**config.mk**
```make
export PLATFORM = sky130hd
export DESIGN_NAME = req_encoder_arb
export DESIGN_NICKNAME = d
export VERILOG_FILES = /design/src/rtl/enc_pkg.sv /design/src/rtl/rr_pick.sv /design/src/rtl/req_encoder_arb.sv
export SDC_FILE = /design/constraint.sdc
export NUM_CORES = 1
export LEC_CHECK = 0
export CORE_AREA = 5 5 42 44
export DETAILED_ROUTE_END_ITERATION = 12
export DIE_AREA = 0 0 47 49
export PLACE_DENSITY = 0.63
export SLEW_MARGIN = 10
export SYNTH_ARGS = -nofsm -noshare
export SYNTH_HDL_FRONTEND = slang
export SYNTH_SLANG_ARGS = --single-unit
```
**constraint.sdc**
```tcl
create_clock -name clk -period 2.4 [get_ports clk]
set_clock_uncertainty 0.15 [all_clocks]
set_input_delay 0.6 -clock clk [delete_from_list [all_inputs] [get_ports clk]]
set_output_delay 0.6 -clock clk [all_outputs]
set_load 0.02 [all_outputs]
```
**src/rtl/enc_pkg.sv**
```systemverilog
// Shared definitions for the request encoder/arbiter: mode encodings and
// the index-width helper that keeps a 1-bit index legal for tiny N.
package enc_pkg;

    localparam logic MODE_FIXED = 1'b0;
    localparam logic MODE_RR    = 1'b1;

    function automatic int clog2_min1(input int n);
        return (n > 1) ? $clog2(n) : 1;
    endfunction

endpackage

```
**src/rtl/rr_pick.sv**
```systemverilog
// Combinational pick: lowest set request at or after the search start, found by
// searching a doubled copy of req so the wrap-around needs no second pass.
module rr_pick
    import enc_pkg::*;
#(
    parameter int N    = 4,
    parameter int IDXW = clog2_min1(N)
) (
    input  logic [N-1:0]    req,
    input  logic [IDXW-1:0] ptr,
    input  logic            rr_mode,
    output logic [IDXW-1:0] idx,
    output logic            any,
    output logic            multi
);

    logic [2*N-1:0] w_dbl;
    logic [2*N-1:0] w_mask;
    logic [2*N-1:0] w_masked;
    int             w_start;

    // Fixed mode is simply a round-robin search that always starts at 0.
    always_comb begin
        w_start  = (rr_mode == MODE_RR) ? int'(ptr) : 0;
        w_dbl    = {req, req};
        w_mask   = '0;
        for (int i = 0; i < 2*N; i++) begin
            w_mask[i] = (i >= w_start) && (i < w_start + N);
        end
        w_masked = w_dbl & w_mask;
        idx      = '0;
        for (int i = 2*N-1; i >= 0; i--) begin
            if (w_masked[i]) begin
                idx = (i >= N) ? IDXW'(i - N) : IDXW'(i);
            end
        end
    end

    assign any   = |req;
    assign multi = ($countones(req) > 1);

endmodule

```
**src/rtl/req_encoder_arb.sv**
```systemverilog
// N-way request encoder with fixed-priority or round-robin selection and a
// registered, stallable valid/ready output.
module req_encoder_arb
    import enc_pkg::*;
#(
    parameter  int N    = 4,
    localparam int IDXW = clog2_min1(N)
) (
    input  logic            clk,
    input  logic            rst_n,
    input  logic [N-1:0]    req,
    input  logic            rr_mode,
    input  logic            flush,
    input  logic            out_ready,
    output logic            out_valid,
    output logic [IDXW-1:0] out_idx,
    output logic            out_multi
);

    logic            r_valid;
    logic [IDXW-1:0] r_idx;
    logic            r_multi;
    logic [IDXW-1:0] r_ptr;

    logic [IDXW-1:0] w_idx;
    logic            w_any;
    logic            w_multi;
    logic            w_load;

    rr_pick #(
        .N    (N),
        .IDXW (IDXW)
    ) u_pick (
        .req     (req),
        .ptr     (r_ptr),
        .rr_mode (rr_mode),
        .idx     (w_idx),
        .any     (w_any),
        .multi   (w_multi)
    );

    assign w_load = (!r_valid || out_ready) && w_any && !flush;

    // Flush outranks everything; a non-loading accepted cycle means req is idle.
    always_ff @(posedge clk or negedge rst_n) begin
        if (!rst_n) begin
            r_valid <= 1'b0;
            r_idx   <= '0;
            r_multi <= 1'b0;
            r_ptr   <= '0;
        end else if (flush) begin
            r_valid <= 1'b0;
            r_ptr   <= '0;
        end else if (w_load) begin
            r_valid <= 1'b1;
            r_idx   <= w_idx;
            r_multi <= w_multi;
            if (rr_mode == MODE_RR) begin
                r_ptr <= (w_idx == IDXW'(N - 1)) ? '0 : w_idx + 1'b1;
            end
        end else if (r_valid && out_ready) begin
            r_valid <= 1'b0;
        end
    end

    assign out_valid = r_valid;
    assign out_idx   = r_idx;
    assign out_multi = r_multi;

endmodule
```
==> run_results.csv, run 1 <==
group,metric,value,unit
run_status,status,"complete, no violations",
global_routing,grt_pass1_wl,1607,µm
die,die_y,49,µm
global_routing,grt_max_degree,7,
synthesis,ys_ff_latch,6,
finish,final_area,695.7,µm²
worst_setup_path,crit_path_start,"req[0]",
worst_setup_path,worstSetupStartpointType,"input pin",
detailed_routing,dr_total_vias,413,
clock_network,cts_tree,"yes",
pwr,switching_power,106.9,µW
synthesis,synth_top_family_by_area,"compound AO/OA/AOI/OAI gates",
sta,finalHoldViolCount,0,
sta,slew_headroom,0.8118,
placed_design,hpwl,785.9,µm
synthesis,synth-edff-count,0,
placed_design,gp_congestion,0.7153,
finish,drive_above_1_share,0.2794,
synthesis,synth_compound_area_frac,0.1909,
pwr,intPower,243.4,µW
synthesis,syn_area_per_cell,10.58,µm²
pwr,p_sw_frac,0.3052,
sta,finalSetupViolations,0,
worst_setup_path,rr_worst_depth,6,
detailed_routing,wl_per_cell,11.40,µm
sta,final.setup.worst_slack,183.7,ps
pwr,leakagePower,0.3276,nW
worst_setup_path,crit_type,"in -> reg",
detailed_routing,drc,0,
clock_network,cts-root-buf,"clkbuf_4",
synthesis,synthSimpleGateAreaFrac,0.1774,
die,rows,14,
worst_setup_path,rr_startpoint,"r_ptr[0]",
synthesis,ys_seq_area_frac,0.3226,
clock_network,path_clk_slew,40,ps
synthesis,syn_area,465.4,µm²
sta,worstMarginPinSlew,281.4,ps
detailed_routing,viasPerCell,4.917,
global_routing,antenna_found_initial,0,
clock_network,cts.repair.resized,0,
finish,syn_to_final_growth,49.46,%
synthesis,async_reset_ff_frac,1.000,
die,ios,13,
finish,multiInputGateArea,296.5,µm²
pwr,power.share.clock,0.268,
synthesis,netlist_instances,44,
synthesis,ys_types,22,
finish,regArea,150.1,µm²
detailed_routing,routed_wl,958,µm
worst_setup_path,crit_required,2370,ps
worst_setup_path,cp.arrival,2190,ps
pwr,p_per_area,503.5,mW/mm²
worst_hold_path,hold_class,"reg -> reg",
finish,fillerInstances,143,
die,die_w,47,µm
job,maxCapViolCount,0,
finish,layout_commonest_cell,"clkdlybuf4s50_1",
worst_setup_path,rrSetupSlack,720,ps
die,start_util,0.3321,
clock_network,post_cts.repair.setup_buffers,0,
global_routing,overflow,0,
die,core,0.001401,mm²
sta,drv_slew,0,
detailed_routing,drtIter0Drc,10,
clock_network,htreeDepth,1,
worst_setup_path,crit_path_end,"out_multi",
worst_setup_path,r2r-end,"r_ptr[1]",
sta,finalSetupTns,0,ps
placed_design,numPortBuffers,12,
clock_network,cts_buffers,3,
synthesis,synth-xor-area-share,0,
synthesis,ys_warn_count,0,
synthesis,synth.mux.area_fraction,0.09140,
global_routing,grt_pass1_vias,403,
die,fp.dieArea,0.002303,mm²
placed_design,preCtsSetupSlack,-70.44,ps
pwr,pwr-share-seq,0.367,
sta,fin_crit_sh,0.9234,
clock_network,clock_sinks,6,
pwr,vdd_ir_drop_max,0.3371,mV
sta,period_minus_slack,2216,ps
sta,fmax,451.2,MHz
sta,grt_setup_unrepaired,"no",
placed_design,dpl_cell_area,673.1,µm²
detailed_routing,dr.pass1.iters,4,
clock_network,hold_buffers,0,
finish,diodes,0,
sta,timing.hold.ws,352.5,ps
global_routing,grtUsageTotal,0.09773,
worst_setup_path,crit_fanout,2,
finish,mostFrequentLayoutCells,"clkdlybuf4s50_1 (12), buf_4 (9), dfrtp_1 (6), ha_1 (5), nand2_1 (4)",
clock_network,clockBufferDepth,2,
synthesis,synth_adder_area_share,0.1774,
pwr,p_comb_frac,0.364,
clock_network,insertion_delay,250,ps
worst_setup_path,worst_setup_path_end_kind,"flop",
finish,nNetsFinal,85,
synthesis,ys.flop_type,"dfrtp_1",
synthesis,mappedNetlistNets,59,
finish,utilization,0.4964,
detailed_routing,antenna_left,0,
## per-layer routing
layer  share of wire  track usage  wire length (µm)
met5               0            0                 0
met4          0.0063      0.02765                 6
met3           0.087      0.05904                83
met2            0.46       0.1244               445
met1            0.44       0.1365               423
## area by class of cell
class,instances,area share
multi-input combinational,33,0.4263
timing repair buffer,21,0.2698
sequential,6,0.2158
clock buffer,3,0.03237
tap,16,0.02878
inverter,5,0.02698
## state kept, by name, summed over array words and instances, names as in the netlist
register	count
out_idx	2
out_multi	1
out_valid	1
r_ptr	2
## metrics by stage
stage                     total power, mW  instances
after floorplan                    0.1902         44
after global routing               0.3749         84
final                              0.3503         84
after CTS                          0.3556         84
after detailed placement           0.2583         81
after global placement             0.2584         81
## cell families (layout without fill, tap and decap cells)
| kind of cell | count (synthesis) | count (layout) |
|---|---|---|
| AO/OA/AOI/OAI | 8 | 8 |
| adder cells (fa/ha/maj) | 6 | 6 |
| buffers and inverters | 5 | 29 |
| flip-flops | 6 | 6 |
| multiplexers | 4 | 4 |
| AND/OR/NAND/NOR | 15 | 15 |
## worst max-delay path: stages
cell and delay, ps:
clkdlybuf4s50_1 480, inv_1 60, ha_1 270, and2_1 140
fa_1 430, nor2_1 120, mux2i_1 70
## cells in the mapped netlist (2+ instances only)
cell | n | area (µm²)
inv_1 | 3 | 11.26
ha_1 | 5 | 62.56
nand3b_1 | 2 | 15.01
inv_2 | 2 | 7.510
mux2_2 | 2 | 22.52
nand4b_1 | 2 | 17.52
dfrtp_1 | 6 | 150.1
mux2i_1 | 2 | 20.02
nand2_1 | 4 | 15.01
o211ai_1 | 2 | 15.01
nor2_1 | 3 | 11.26
## how the worst min path moves through the flow
stage               slack [ps]  cells past startpoint  startpoint    endpoint
finish                     350                      1  out_idx[0]  out_idx[0]
global route               380                      1  out_idx[0]  out_idx[0]
CTS                        360                      1  out_idx[0]  out_idx[0]
detailed placement         350                      1  out_idx[0]  out_idx[0]
global placement           340                      1  out_idx[0]  out_idx[0]
floorplan                  150                      0       rst_n  out_idx[0]
## power by group through the flow
stage / clock [mW] / sequential (mW) / combinational (mW)
finish: 0.0940 / 0.129 / 0.128
detailed placement: 0 / 0.130 / 0.128
global placement: 0 / 0.130 / 0.128
floorplan: 0 / 0.144 / 0.0459
CTS: 0.0973 / 0.129 / 0.129
global route: 0.103 / 0.132 / 0.139
(Power assumes the default switching activity.)
==> inputs of run 2 (changes only) <==
--- a/config.mk
+++ b/config.mk
@@ -9,7 +9,6 @@
 export DETAILED_ROUTE_END_ITERATION = 12
 export DIE_AREA = 0 0 47 49
 export PLACE_DENSITY = 0.63
-export SLEW_MARGIN = 10
 export SYNTH_ARGS = -nofsm -noshare
 export SYNTH_HDL_FRONTEND = slang
 export SYNTH_SLANG_ARGS = --single-unit
==> results of run 2 <==
Final layout, timing and power as in run 1 (identical DEF).
==> inputs of run 3 (changes only) <==
--- a/config.mk
+++ b/config.mk
@@ -5,10 +5,13 @@
 export SDC_FILE = /design/constraint.sdc
 export NUM_CORES = 1
 export LEC_CHECK = 0
+export ABC_CLOCK_PERIOD_IN_PS = 2400
 export CORE_AREA = 5 5 42 44
 export DETAILED_ROUTE_END_ITERATION = 12
 export DIE_AREA = 0 0 47 49
 export PLACE_DENSITY = 0.63
+export RECOVER_POWER = 100
+export SLEW_MARGIN = 20
 export SYNTH_ARGS = -nofsm -noshare
 export SYNTH_HDL_FRONTEND = slang
 export SYNTH_SLANG_ARGS = --single-unit
==> run_results.csv, run 3 (synthesis gave the netlist of run 1 again) <==
group,metric,value,unit
pwr,p_per_area,495.9,mW/mm²
clock_network,clockBufferDepth,2,
clock_network,cts_tree,"yes",
clock_network,path_clk_slew,40,ps
worst_setup_path,worstSetupStartpointType,"input pin",
clock_network,htreeDepth,1,
sta,timing.hold.ws,347.3,ps
global_routing,grt_max_degree,7,
die,rows,14,
clock_network,post_cts.repair.setup_buffers,0,
clock_network,hold_buffers,0,
clock_network,cts-root-buf,"clkbuf_4",
sta,fmax,450.1,MHz
worst_setup_path,worst_setup_path_end_kind,"flop",
worst_setup_path,crit_type,"in -> reg",
worst_setup_path,cp.arrival,2190,ps
detailed_routing,viasPerCell,4.917,
worst_setup_path,crit_fanout,2,
die,start_util,0.3321,
worst_setup_path,crit_required,2370,ps
die,die_w,47,µm
detailed_routing,drc,0,
sta,drv_slew,0,
die,die_y,49,µm
sta,finalSetupViolations,0,
run_status,status,"complete, no violations",
worst_hold_path,hold_class,"reg -> reg",
global_routing,overflow,0,
placed_design,numPortBuffers,12,
placed_design,gp_congestion,0.7153,
clock_network,insertion_delay,250,ps
placed_design,hpwl,785.9,µm
global_routing,grt_pass1_vias,403,
die,core,0.001401,mm²
detailed_routing,antenna_left,0,
finish,nNetsFinal,85,
sta,finalHoldViolCount,0,
job,maxCapViolCount,0,
global_routing,antenna_found_initial,0,
sta,slew_headroom,0.8064,
global_routing,grt_pass1_wl,1607,µm
global_routing,grtUsageTotal,0.09773,
sta,fin_crit_sh,0.9258,
die,ios,13,
sta,finalSetupTns,0,ps
pwr,leakagePower,0.3309,nW
detailed_routing,wl_per_cell,11.38,µm
finish,diodes,0,
detailed_routing,routed_wl,956,µm
finish,layout_commonest_cell,"buf_4",
clock_network,cts.repair.resized,0,
sta,worstMarginPinSlew,289.5,ps
finish,mostFrequentLayoutCells,"buf_4 (9), clkdlybuf4s50_1 (7), dfrtp_1 (6), ha_1 (5), dlygate4sd3_1 (5)",
die,fp.dieArea,0.002303,mm²
clock_network,clock_sinks,6,
detailed_routing,drtIter0Drc,4,
finish,drive_above_1_share,0.2647,
detailed_routing,dr_total_vias,413,
sta,grt_setup_unrepaired,"no",
detailed_routing,dr.pass1.iters,4,
finish,syn_to_final_growth,48.66,%
clock_network,cts_buffers,3,
sta,period_minus_slack,2222,ps
pwr,vdd_ir_drop_max,0.3362,mV
run 3: cell types whose count changed in the layout (fill, tap and decap cells not counted):
cell,before,now
clkdlybuf4s50_1,12,7
and2_1,1,0
a21oi_1,0,1
and2_0,0,1
dlygate4sd3_1,0,5
a21oi_2,1,0
run 3: per-layer routing:
| layer | global-route usage | routed length, µm |
|---|---|---|
| met1 | 0.1365 | 430 |
| met2 | 0.1244 | 440 |
| met3 | 0.05904 | 78 |
| met5 | 0 | 0 |
| met4 | 0.02765 | 6 |
run 3: worst paths after layout:
| kind | from | endpoint | slack, ps | cells after the start |
|---|---|---|---|---|
| min in group asynchronous | rst_n | r_ptr[0] | 520 | 1 |
| max in group asynchronous | rst_n | out_multi | 1350 | 1 |
| min reg2reg | out_idx[0] | out_idx[0] | 350 | 1 |
| max | req[0] | out_multi | 180 | 7 |
| min | out_idx[0] | out_idx[0] | 350 | 1 |
| max reg2reg | r_ptr[0] | r_ptr[1] | 720 | 6 |
run 3: report_power, final:
| part | total (mW) | leakage, nW | internal (mW) | switching (mW) |
|---|---|---|---|---|
| combinational | 0.122 | 0.241 | 0.0646 | 0.0570 |
| clock | 0.0933 | 0.0138 | 0.0566 | 0.0368 |
| sequential | 0.128 | 0.0757 | 0.117 | 0.0115 |
run 3: area by class of cell:
class	instances	area (µm²)
sequential	6	150.1
multi-input combinational	33	292.8
inverter	5	18.77
clock buffer	3	22.52
tap	16	20.02
fill	145	709.4
timing repair buffer	21	187.7
run 3: critical path, stage by stage:
cell and delay [ps]:
clkdlybuf4s50_1 480, inv_1 60, ha_1 270, and2_0 150, fa_1 440, nor2_1 120, mux2i_1 80
run 3: through the flow:
step	power (mW)	cell area, µm²	setup slack [ps]	util	instances
after floorplan	0.1902	465.4	481.2	-	44
after global placement	0.2584	673.1	-93.38	0.4804	81
after detailed placement	0.2583	673.1	-70.44	0.4804	81
after CTS	0.3556	695.7	166.0	0.4964	84
after global routing	0.3684	691.9	107.6	0.4938	84
final	0.3431	691.9	178.1	0.4938	84
